--- src/rtl/seg_scan_scheduler.sv ---
// seg_scan_scheduler
// Drives the shared 7-segment bus of the Eclipse clock. It scans NUM_DIGITS BCD
// digits one at a time, and each digit slot is followed by a blanking slot to
// stop ghosting. At each frame boundary it can hand the bus to a banner player
// that streams raw segment characters.
//
// Ports:
//   clk, rst_n   rising-edge clock; asynchronous active-low reset
//   time_bcd     packed BCD digits, digit i = time_bcd[4i+3:4i]
//   time_valid   time_bcd may be sampled (only read at frame start)
//   msg_req      banner player wants the display (level)
//   msg_seg      next banner character, raw segments {g,f,e,d,c,b,a}
//   msg_last     msg_seg is the final character of the banner
//   msg_ack      one-cycle pulse: msg_seg/msg_last captured on that edge
//   msg_gnt      banner player owns the display
//   seg_out      segments {g,f,e,d,c,b,a}, active-high
//   dig_en       digit enables, active-high (all ones while a banner char is shown)
//   frame_done   one-cycle pulse after each completed time frame
//   dbg_state    current scheduler state, for observation only
//
// Handshake: the banner player keeps msg_seg/msg_last valid while msg_req is
// high. The scheduler samples them on the edge that raises msg_ack. After that
// the player may present the next character, and it must be stable before the
// next msg_ack edge.
module seg_scan_scheduler #(
    parameter int NUM_DIGITS = 6,
    parameter int DWELL      = 900,
    parameter int BLANK      = 3,
    parameter int CNT_W      = 16
) (
    input  logic                    clk,
    input  logic                    rst_n,
    input  logic [4*NUM_DIGITS-1:0] time_bcd,
    input  logic                    time_valid,
    input  logic                    msg_req,
    input  logic [6:0]              msg_seg,
    input  logic                    msg_last,
    output logic                    msg_ack,
    output logic                    msg_gnt,
    output logic [6:0]              seg_out,
    output logic [NUM_DIGITS-1:0]   dig_en,
    output logic                    frame_done,
    output logic [1:0]              dbg_state
);

    typedef enum logic [1:0] {TIME_ON, TIME_OFF, MSG_ON, MSG_OFF} state_t;

    localparam int IDX_W = (NUM_DIGITS > 1) ? $clog2(NUM_DIGITS) : 1;
    localparam logic [IDX_W-1:0] LAST_IDX = IDX_W'(NUM_DIGITS - 1);
    localparam logic [CNT_W-1:0] DWELL_LD = CNT_W'(DWELL - 1);
    localparam logic [CNT_W-1:0] BLANK_LD = CNT_W'((BLANK > 0) ? BLANK - 1 : 0);

    state_t                  state_q, state_d;
    logic [CNT_W-1:0]        cnt_q, cnt_d;
    logic [IDX_W-1:0]        idx_q, idx_d;
    logic [4*NUM_DIGITS-1:0] shadow_q, shadow_d;
    logic [6:0]              char_q, char_d;
    logic                    last_q, last_d;
    logic                    start_q;   // a frame start is pending (set by reset)
    logic [6:0]              seg_q, seg_d;
    logic [NUM_DIGITS-1:0]   dig_q, dig_d;
    logic                    ack_q, ack_d;
    logic                    gnt_q, gnt_d;
    logic                    fd_q, fd_d;

    logic slot_end, time_adv, msg_adv, do_start, do_msg;

    function automatic logic [6:0] decode(input logic [3:0] v);
        case (v)
            4'd0:    decode = 7'b0111111;
            4'd1:    decode = 7'b0000110;
            4'd2:    decode = 7'b1011011;
            4'd3:    decode = 7'b1001111;
            4'd4:    decode = 7'b1100110;
            4'd5:    decode = 7'b1101101;
            4'd6:    decode = 7'b1111101;
            4'd7:    decode = 7'b0000111;
            4'd8:    decode = 7'b1111111;
            4'd9:    decode = 7'b1101111;
            default: decode = 7'b0000000;
        endcase
    endfunction

    always_comb begin
        state_d  = state_q;
        cnt_d    = (cnt_q == '0) ? cnt_q : cnt_q - 1'b1;
        idx_d    = idx_q;
        shadow_d = shadow_q;
        char_d   = char_q;
        last_d   = last_q;
        ack_d    = 1'b0;
        gnt_d    = gnt_q;
        fd_d     = 1'b0;
        time_adv = 1'b0;
        msg_adv  = 1'b0;
        do_start = 1'b0;
        do_msg   = 1'b0;
        slot_end = (cnt_q == '0);

        if (start_q) begin
            do_start = 1'b1;
        end else begin
            case (state_q)
                TIME_ON: if (slot_end) begin
                    if (BLANK > 0) begin
                        state_d = TIME_OFF;
                        cnt_d   = BLANK_LD;
                    end else begin
                        time_adv = 1'b1;
                    end
                end
                TIME_OFF: if (slot_end) time_adv = 1'b1;
                MSG_ON: if (slot_end) begin
                    if (BLANK > 0) begin
                        state_d = MSG_OFF;
                        cnt_d   = BLANK_LD;
                    end else begin
                        msg_adv = 1'b1;
                    end
                end
                MSG_OFF: if (slot_end) msg_adv = 1'b1;
                default: do_start = 1'b1;
            endcase
        end

        // Arbitration happens only here, at the end of the last digit's slot.
        if (time_adv) begin
            if (idx_q == LAST_IDX) begin
                fd_d = 1'b1;
                if (msg_req) do_msg = 1'b1;
                else         do_start = 1'b1;
            end else begin
                idx_d   = idx_q + 1'b1;
                state_d = TIME_ON;
                cnt_d   = DWELL_LD;
            end
        end

        // A banner only ends after a full character slot has finished.
        if (msg_adv) begin
            if (last_q || !msg_req) begin
                gnt_d    = 1'b0;
                do_start = 1'b1;
            end else begin
                do_msg = 1'b1;
            end
        end

        if (do_start) begin
            if (time_valid) shadow_d = time_bcd;
            idx_d   = '0;
            state_d = TIME_ON;
            cnt_d   = DWELL_LD;
        end

        if (do_msg) begin
            char_d  = msg_seg;
            last_d  = msg_last;
            ack_d   = 1'b1;
            gnt_d   = 1'b1;
            state_d = MSG_ON;
            cnt_d   = DWELL_LD;
        end

        // Outputs are registered copies of what the next state displays.
        seg_d = 7'b0000000;
        dig_d = '0;
        case (state_d)
            TIME_ON: begin
                seg_d = decode(shadow_d[{idx_d, 2'b00} +: 4]);
                dig_d = NUM_DIGITS'(1) << idx_d;
            end
            MSG_ON: begin
                seg_d = char_d;
                dig_d = '1;
            end
            default: ;
        endcase
    end

    always_ff @(posedge clk or negedge rst_n) begin
        if (!rst_n) begin
            state_q  <= TIME_ON;
            cnt_q    <= '0;
            idx_q    <= '0;
            shadow_q <= '0;
            char_q   <= '0;
            last_q   <= 1'b0;
            start_q  <= 1'b1;
            seg_q    <= '0;
            dig_q    <= '0;
            ack_q    <= 1'b0;
            gnt_q    <= 1'b0;
            fd_q     <= 1'b0;
        end else begin
            state_q  <= state_d;
            cnt_q    <= cnt_d;
            idx_q    <= idx_d;
            shadow_q <= shadow_d;
            char_q   <= char_d;
            last_q   <= last_d;
            start_q  <= 1'b0;
            seg_q    <= seg_d;
            dig_q    <= dig_d;
            ack_q    <= ack_d;
            gnt_q    <= gnt_d;
            fd_q     <= fd_d;
        end
    end

    assign seg_out    = seg_q;
    assign dig_en     = dig_q;
    assign msg_ack    = ack_q;
    assign msg_gnt    = gnt_q;
    assign frame_done = fd_q;
    assign dbg_state  = state_q;

endmodule

--- config.mk ---
export PLATFORM = sky130hd
export DESIGN_NAME = seg_scan_scheduler
export DESIGN_NICKNAME = d
export VERILOG_FILES = /design/src/rtl/seg_scan_scheduler.sv
export SDC_FILE = /design/constraint.sdc
export NUM_CORES = 1
export LEC_CHECK = 0
export ABC_AREA = 1
export CORE_ASPECT_RATIO = 1.5
export CORE_UTILIZATION = 35
export CTS_BUF_LIST = sky130_fd_sc_hd__clkbuf_8 sky130_fd_sc_hd__clkbuf_16
export DETAILED_ROUTE_END_ITERATION = 7
export PLACE_DENSITY = 0.56
export SLEW_MARGIN = 20
export SYNTH_ARGS = -nofsm -noshare
export SYNTH_HDL_FRONTEND = slang
export SYNTH_SLANG_ARGS = --single-unit
--- constraint.sdc ---
create_clock -name clk -period 3.3 [get_ports clk]
set_input_delay 0.495 -clock clk [delete_from_list [all_inputs] [get_ports clk]]
set_output_delay 0.495 -clock clk [all_outputs]
set_load 0.1 [all_outputs]
==> flow_summary.json, run 1 <==
{
  "synthFlopType": "dfrtp_1",
  "m1WireLength_microns": 3926,
  "synth_top_family_by_area": "simple AND/OR/NAND/NOR gates",
  "placed_area_sq_um": 4872,
  "p_sw_uw": 792.8,
  "cts_tree": "built",
  "synth_most_common_cell": "nand2_1",
  "wl_met2_microns": 5204,
  "fill_cells": 1169,
  "ant_nets": 0,
  "drive_gt1_share_pct": 19.64,
  "multiInputGateArea_sq_um": 2152,
  "layout.area.seq_sq_um": 1753,
  "final.setup.worst_slack_ns": 0.3706,
  "fin_crit_ns": 2.929,
  "synthSimpleGateAreaFrac_pct": 34.63,
  "post_cts_buffers": 0,
  "io_buffers": 53,
  "r2r-end": "seg_out[3]",
  "dpl_worst_slack_ns": 0.1924,
  "die_width_microns": 91.35,
  "rsz0062_at_grt": "no",
  "p_leak_uw": 0.002478,
  "finalMaxSlewViolations": 0,
  "p_comb_share_pct": 22.3,
  "cts_hold_buffers": 0,
  "final_core_util_pct": 44.53,
  "relSlewSlack_pct": 34.07,
  "dp.final_hpwl_microns": 7319,
  "ctsLongestPathBuffers": 2,
  "root_buffer": "clkbuf_16",
  "clkLatencyLatePin_ns": 0.34,
  "swShare_pct": 31.42,
  "reg2reg_from": "cnt_q[0]",
  "ys_ff_latch": 70,
  "wire_per_inst_microns": 13.63,
  "synth_area_leaders": "dfrtp_1 (41%), nand2_1 (10%), mux2i_1 (4.5%)",
  "p_int_uw": 1731,
  "grt_overflow": 0,
  "stdcell_area_sq_um": 5161,
  "p_clk_share_pct": 37.7,
  "finalCritPeriodShare_pct": 88.77,
  "drtIter0Drc": 119,
  "fin_tns_setup_ns": 0,
  "dr_wl_met3_microns": 232,
  "synth_edf_count": 0,
  "ys_seq_area_share_pct": 41.82,
  "crit_fanout": 21,
  "syn2layout_area_growth_pct": 23.13,
  "grt_pass1_vias": 3451,
  "critPathLaunchType": "register",
  "reg2reg_slack_ns": 0.37,
  "postSynthCellCount": 486,
  "fp.dieH_microns": 136.0,
  "vias": 3328,
  "setup_violations": 0,
  "synth_mux_area_share_pct": 4.537,
  "critPathLaunch": "cnt_q[0]",
  "drt_wl_total_microns": 9544,
  "grt_pass1_wl_microns": 16400,
  "synth_fa_ha_area_share_pct": 2.687,
  "grt_antenna_before_repair": 0,
  "synth_compound_area_share_pct": 7.522,
  "ir_drop_v": 0.0002632,
  "numCtsBuffers": 9,
  "synth.distinct_cells": 48,
  "ioPinCount": 54,
  "arrival_ns": 3.15,
  "hold_path_class": "in -> async",
  "cts.sinks": 70,
  "initial_core_util_pct": 36.16,
  "gr-usage-all-layers_pct": 17.01,
  "async_reset_ff_share_pct": 100.0,
  "cap_violations": 0,
  "routabilityCongestion": 0.8943,
  "seqPwrFrac_pct": 40.0,
  "worst_setup_hold_path_clk_slew_ns": 0.05,
  "fmax_mhz": 341.4,
  "maxUsedRoutingLayer": "met4",
  "cts-htree-levels": 3,
  "detail_route.first_pass.iterations": 4,
  "synth_area_sq_um": 4192,
  "fin_skew_ns": 0.007114,
  "synthXorXnorAreaFrac_pct": 1.881,
  "cts_resized": 0,
  "status": "complete, no violations",
  "rows": 48,
  "tightest_slew_ns": 0.9859,
  "viasPerCell": 4.754,
  "endpoint_kind": "register",
  "synth.avg_cell_area_sq_um": 8.625,
  "ys_top_cells_by_count": "nand2_1 (113), dfrtp_1 (69), nor2_1 (45)",
  "finalHoldViolCount": 0,
  "yosys.area.top_type_share_pct": 41.19,
  "synth_top_area_cell": "dfrtp_1",
  "core_sq_um": 11590,
  "grt_max_degree": 71,
  "synth_warnings": 0,
  "crit_required_ns": 3.53,
  "die_area_sq_um": 12430,
  "power_uw": 2523,
  "diodes": 0,
  "power.density_nw_per_um2": 488.9,
  "fin_nets": 591,
  "crit_type": "reg -> reg",
  "synth_nets": 531,
  "drcViolationCount": 0,
  "reg2reg_depth": 20
}
## how the worst max path moves through the flow
stage	end	slack [ns]	depth (start not counted)
after floorplan	seg_out[6]	0.29	18
after global placement	seg_out[6]	0.21	16
after detailed placement	seg_out[5]	0.19	16
after CTS	seg_out[3]	0.34	20
after global routing	seg_out[3]	0.02	20
final	seg_out[3]	0.37	20
## state kept, by name, indices dropped and copies added, names as in the netlist
name / flops
shadow_q: 24
cnt_q: 16
char_q: 7
seg_out: 7
dig_en: 6
idx_q: 3
dbg_state: 2
frame_done: 1
last_q: 1
msg_ack: 1
msg_gnt: 1
start_q: 1
## per-layer routing
metal / vias to the layer above / global-route usage [%]
met5: - / 0
met4: 0 / 7.055
met3: 13 / 3.020
met2: 39 / 31.99
met1: 1578 / 18.71
li1: 1698 / -
## worst max-delay path, cell delays in order (launching register included)
cell	delay [ns]
dfrtp_1	0.36
inv_1	0.10
ha_1	0.25
nand2_2	0.11
nor2_4	0.19
nand2_2	0.10
nor2_2	0.10
nand3_2	0.11
nand2_2	0.34
nand2_1	0.09
nand2_1	0.11
inv_1	0.05
nor2_1	0.09
nor2_1	0.06
nand2_1	0.06
nand2_2	0.09
ha_1	0.31
nand3_1	0.11
nand3_1	0.08
nand2_1	0.07
nand2_1	0.04
## area by class of cell
cell class | instances | share of cell area [%]
clock buffers | 10 | 4.630
clock inverters | 5 | 0.9697
inverters | 53 | 3.952
multi-input cells | 352 | 41.70
flip-flops and latches | 70 | 33.96
well taps | 150 | 3.636
repair buffers | 60 | 11.15
## cells in the final DEF, fill, tap and decap left out, types with 3 or more instances in the layout
master           netlist  layout
a21oi_1                7       7
buf_4                  2       8
clkbuf_16              0       9
clkdlybuf4s50_1        0      51
clkinv_2               0       4
dfrtp_1               69      69
ha_1                   9       9
inv_1                 37      37
inv_2                 14      14
mux2i_1               19      19
nand2_1              113     113
nand2_2               15      15
nand2_4                9       9
nand3_1               18      18
nand3_2                8       8
nand3_4                4       4
nand3b_1               3       3
nand4_1               18      18
nor2_1                45      45
nor2_2                10      10
nor2_4                 6       6
nor3_1                 6       6
o21ai_0               24      24
o21ai_2                4       4
xnor2_1                5       5
xor2_1                 4       4
## logic make-up (layout without fill, tap and decap cells)
group / after synthesis / in the layout
AND/OR/NAND/NOR: 266 / 266
adder cells (fa/ha/maj): 9 / 9
multiplexers: 19 / 19
AO/OA/AOI/OAI: 48 / 48
XOR/XNOR: 9 / 9
flip-flops: 70 / 70
buffers and inverters: 64 / 128
other: 1 / 1
## power by group through the flow
stage / combinational [uW] / sequential, uW / clock, uW
after detailed placement: 567 / 1030 / 0
after global routing: 618 / 1020 / 1010
after floorplan: 251 / 1170 / 0
after global placement: 559 / 1020 / 0
final: 563 / 1010 / 951
after CTS: 571 / 1010 / 980
## per-stage QoR
stage	hold WS, ns	instances
global placement	0.4764	685
finish	0.3751	700
CTS	0.4119	700
detailed placement	0.4706	685
global route	0.4756	700
floorplan	0.1994	486
(Power assumes the default switching activity.)
==> run 2: changes to the inputs <==
- ABC_CLOCK_PERIOD_IN_PS: not set -> 3300
- CORE_ASPECT_RATIO: 1.5 -> 1.4
==> run 2 against run 1 <==
  * Maximum frequency barely moved
  * Die area barely moved
  * Critical path type unchanged
  * Global-route usage is essentially flat
  * Non-clock buffer count grew 2
  * Register-to-register slack barely moved
==> flow_summary.json, run 2 (synthesis gave the netlist of run 1 again) <==
{
  "root_buffer": "clkbuf_16",
  "fmax_mhz": 341.3,
  "arrival_ns": 3.15,
  "reg2reg_from": "cnt_q[0]",
  "grt_antenna_before_repair": 0,
  "diodes": 0,
  "relSlewSlack_pct": 34.35,
  "hold_path_class": "in -> async",
  "routabilityCongestion": 0.8232,
  "final_common_cell": "nand2_1",
  "io_buffers": 53,
  "critPathLaunchType": "register",
  "critPathLaunch": "cnt_q[0]",
  "critPathMostFrequentCell": "nand2_1",
  "setup_violations": 0,
  "crit_type": "reg -> reg",
  "finalHoldViolCount": 0,
  "viasPerCell": 4.761,
  "rsz0062_at_grt": "no",
  "reg2reg_slack_ns": 0.37,
  "max_stage_delay_ns": 0.36,
  "ctsLongestPathBuffers": 2,
  "crit_required_ns": 3.52,
  "worst_path_dominant_cell_family": "simple AND/OR/NAND/NOR gates",
  "ir_drop_v": 0.0002155,
  "wire_per_inst_microns": 13.71,
  "cp.depth": 20,
  "final_cell_mix": "nand2_1 (113), dfrtp_1 (69), clkdlybuf4s50_1 (50)",
  "reg2reg_depth": 20,
  "fin_tns_setup_ns": 0,
  "top_regs": "shadow_q: 24 flops, cnt_q: 16 flops",
  "ant_nets": 0,
  "cap_violations": 0,
  "drt_wl_total_microns": 9526,
  "die_area_sq_um": 12420,
  "tightest_slew_ns": 0.9817,
  "largest_reg_flops": 24,
  "initial_core_util_pct": 36.41,
  "grt_pass1_wl_microns": 16230,
  "crit_fanout": 21,
  "gr-usage-all-layers_pct": 16.98,
  "top_register": "shadow_q",
  "path_cells": "inv_1, ha_1, nand2_2, nor2_4, nand2_2, nor2_2, nand3_2, nand2_2, nand2_1, nand2_1, inv_1, nor2_1, nor2_1, nand2_1, nand2_2, ha_1, nand3_1, nand3_1, nand2_1, nand2_1",
  "vias": 3309,
  "rows": 46,
  "fin_nets": 593,
  "final_core_util_pct": 44.82,
  "grt_pass1_vias": 3421,
  "post_cts_buffers": 0,
  "clkLatencyLatePin_ns": 0.33,
  "critPathSlowestCell": "dfrtp_1",
  "cp_num_buf_inv": 2,
  "cts.sinks": 70,
  "status": "complete, no violations",
  "r2r-end": "seg_out[3]",
  "p_leak_uw": 0.002487,
  "power.density_nw_per_um2": 469.8,
  "endpoint_kind": "register",
  "endpoint": "seg_out[3]",
  "fp.dieH_microns": 131.5,
  "cts_resized": 0,
  "worst_setup_hold_path_clk_slew_ns": 0.05,
  "cts_tree": "built",
  "cts_hold_buffers": 0,
  "core_sq_um": 11510,
  "drcViolationCount": 0,
  "grt_overflow": 0,
  "ioPinCount": 54,
  "hold_ws_ns": 0.1110,
  "numCtsBuffers": 9,
  "syn2layout_area_growth_pct": 23.07,
  "fin_skew_ns": 0.007139,
  "grt_max_degree": 31,
  "drive_gt1_share_pct": 19.60,
  "dp.final_hpwl_microns": 7547,
  "drtIter0Drc": 127,
  "detail_route.first_pass.iterations": 4,
  "cts-htree-levels": 3,
  "die_width_microns": 94.49,
  "finalCritPeriodShare_pct": 88.79,
  "fin_crit_ns": 2.930,
  "finalMaxSlewViolations": 0
}
run 2: worst min-delay path by stage:
stage                 start        end  slack, ns  cells after the start
floorplan             rst_n  char_q[0]       0.20                      0
global placement    msg_gnt    msg_gnt       0.47                      2
detailed placement  msg_gnt    msg_gnt       0.47                      2
CTS                   rst_n  cnt_q[14]       0.12                      1
global route          rst_n  cnt_q[14]       0.14                      1
finish                rst_n   cnt_q[9]       0.11                      1
run 2: stage by stage:
stage | cells | worst slack (ns) | cell area (sq um) | total power [uW]
global placement | 680 | 0.2726 | 4882 | 1582
CTS | 695 | 0.3496 | 5159 | 2457
detailed placement | 681 | 0.1715 | 4902 | 1594
finish | 695 | 0.3698 | 5159 | 2423
global route | 695 | 0.06766 | 5159 | 2557
floorplan | 486 | 0.2904 | 4192 | 1421
run 2: cell type report:
| cell class | instances | area, sq um |
|---|---|---|
| fillers | 1147 | 6352 |
| repair buffers | 62 | 613.1 |
| flip-flops and latches | 70 | 1753 |
| multi-input cells | 352 | 2152 |
| clock inverters | 4 | 17.52 |
| well taps | 144 | 180.2 |
| clock buffers | 10 | 239.0 |
| inverters | 53 | 203.9 |
run 2: report_power, final:
part | switching, uW | leakage, uW | internal (uW)
combinational | 371 | 0.00150 | 193
sequential | 64.4 | 0.000855 | 946
clock | 337 | 0.000137 | 512
run 2: worst reg2reg max path: stages (launching register included):
cell and delay [ns]:
dfrtp_1 0.36, inv_1 0.11, ha_1 0.25, nand2_2 0.11
nor2_4 0.19, nand2_2 0.10, nor2_2 0.09, nand3_2 0.11
nand2_2 0.35, nand2_1 0.10, nand2_1 0.10, inv_1 0.05
nor2_1 0.08, nor2_1 0.05, nand2_1 0.06, nand2_2 0.09
ha_1 0.31, nand3_1 0.11, nand3_1 0.08, nand2_1 0.08
nand2_1 0.05
run 2: metal layers:
metal	GRT usage, %	share of wire [%]	vias up
li1	-	-	1694
met1	20.52	42	1552
met2	28.70	53	51
met3	3.993	2.7	12
met4	6.481	2.3	0
met5	0	0	-
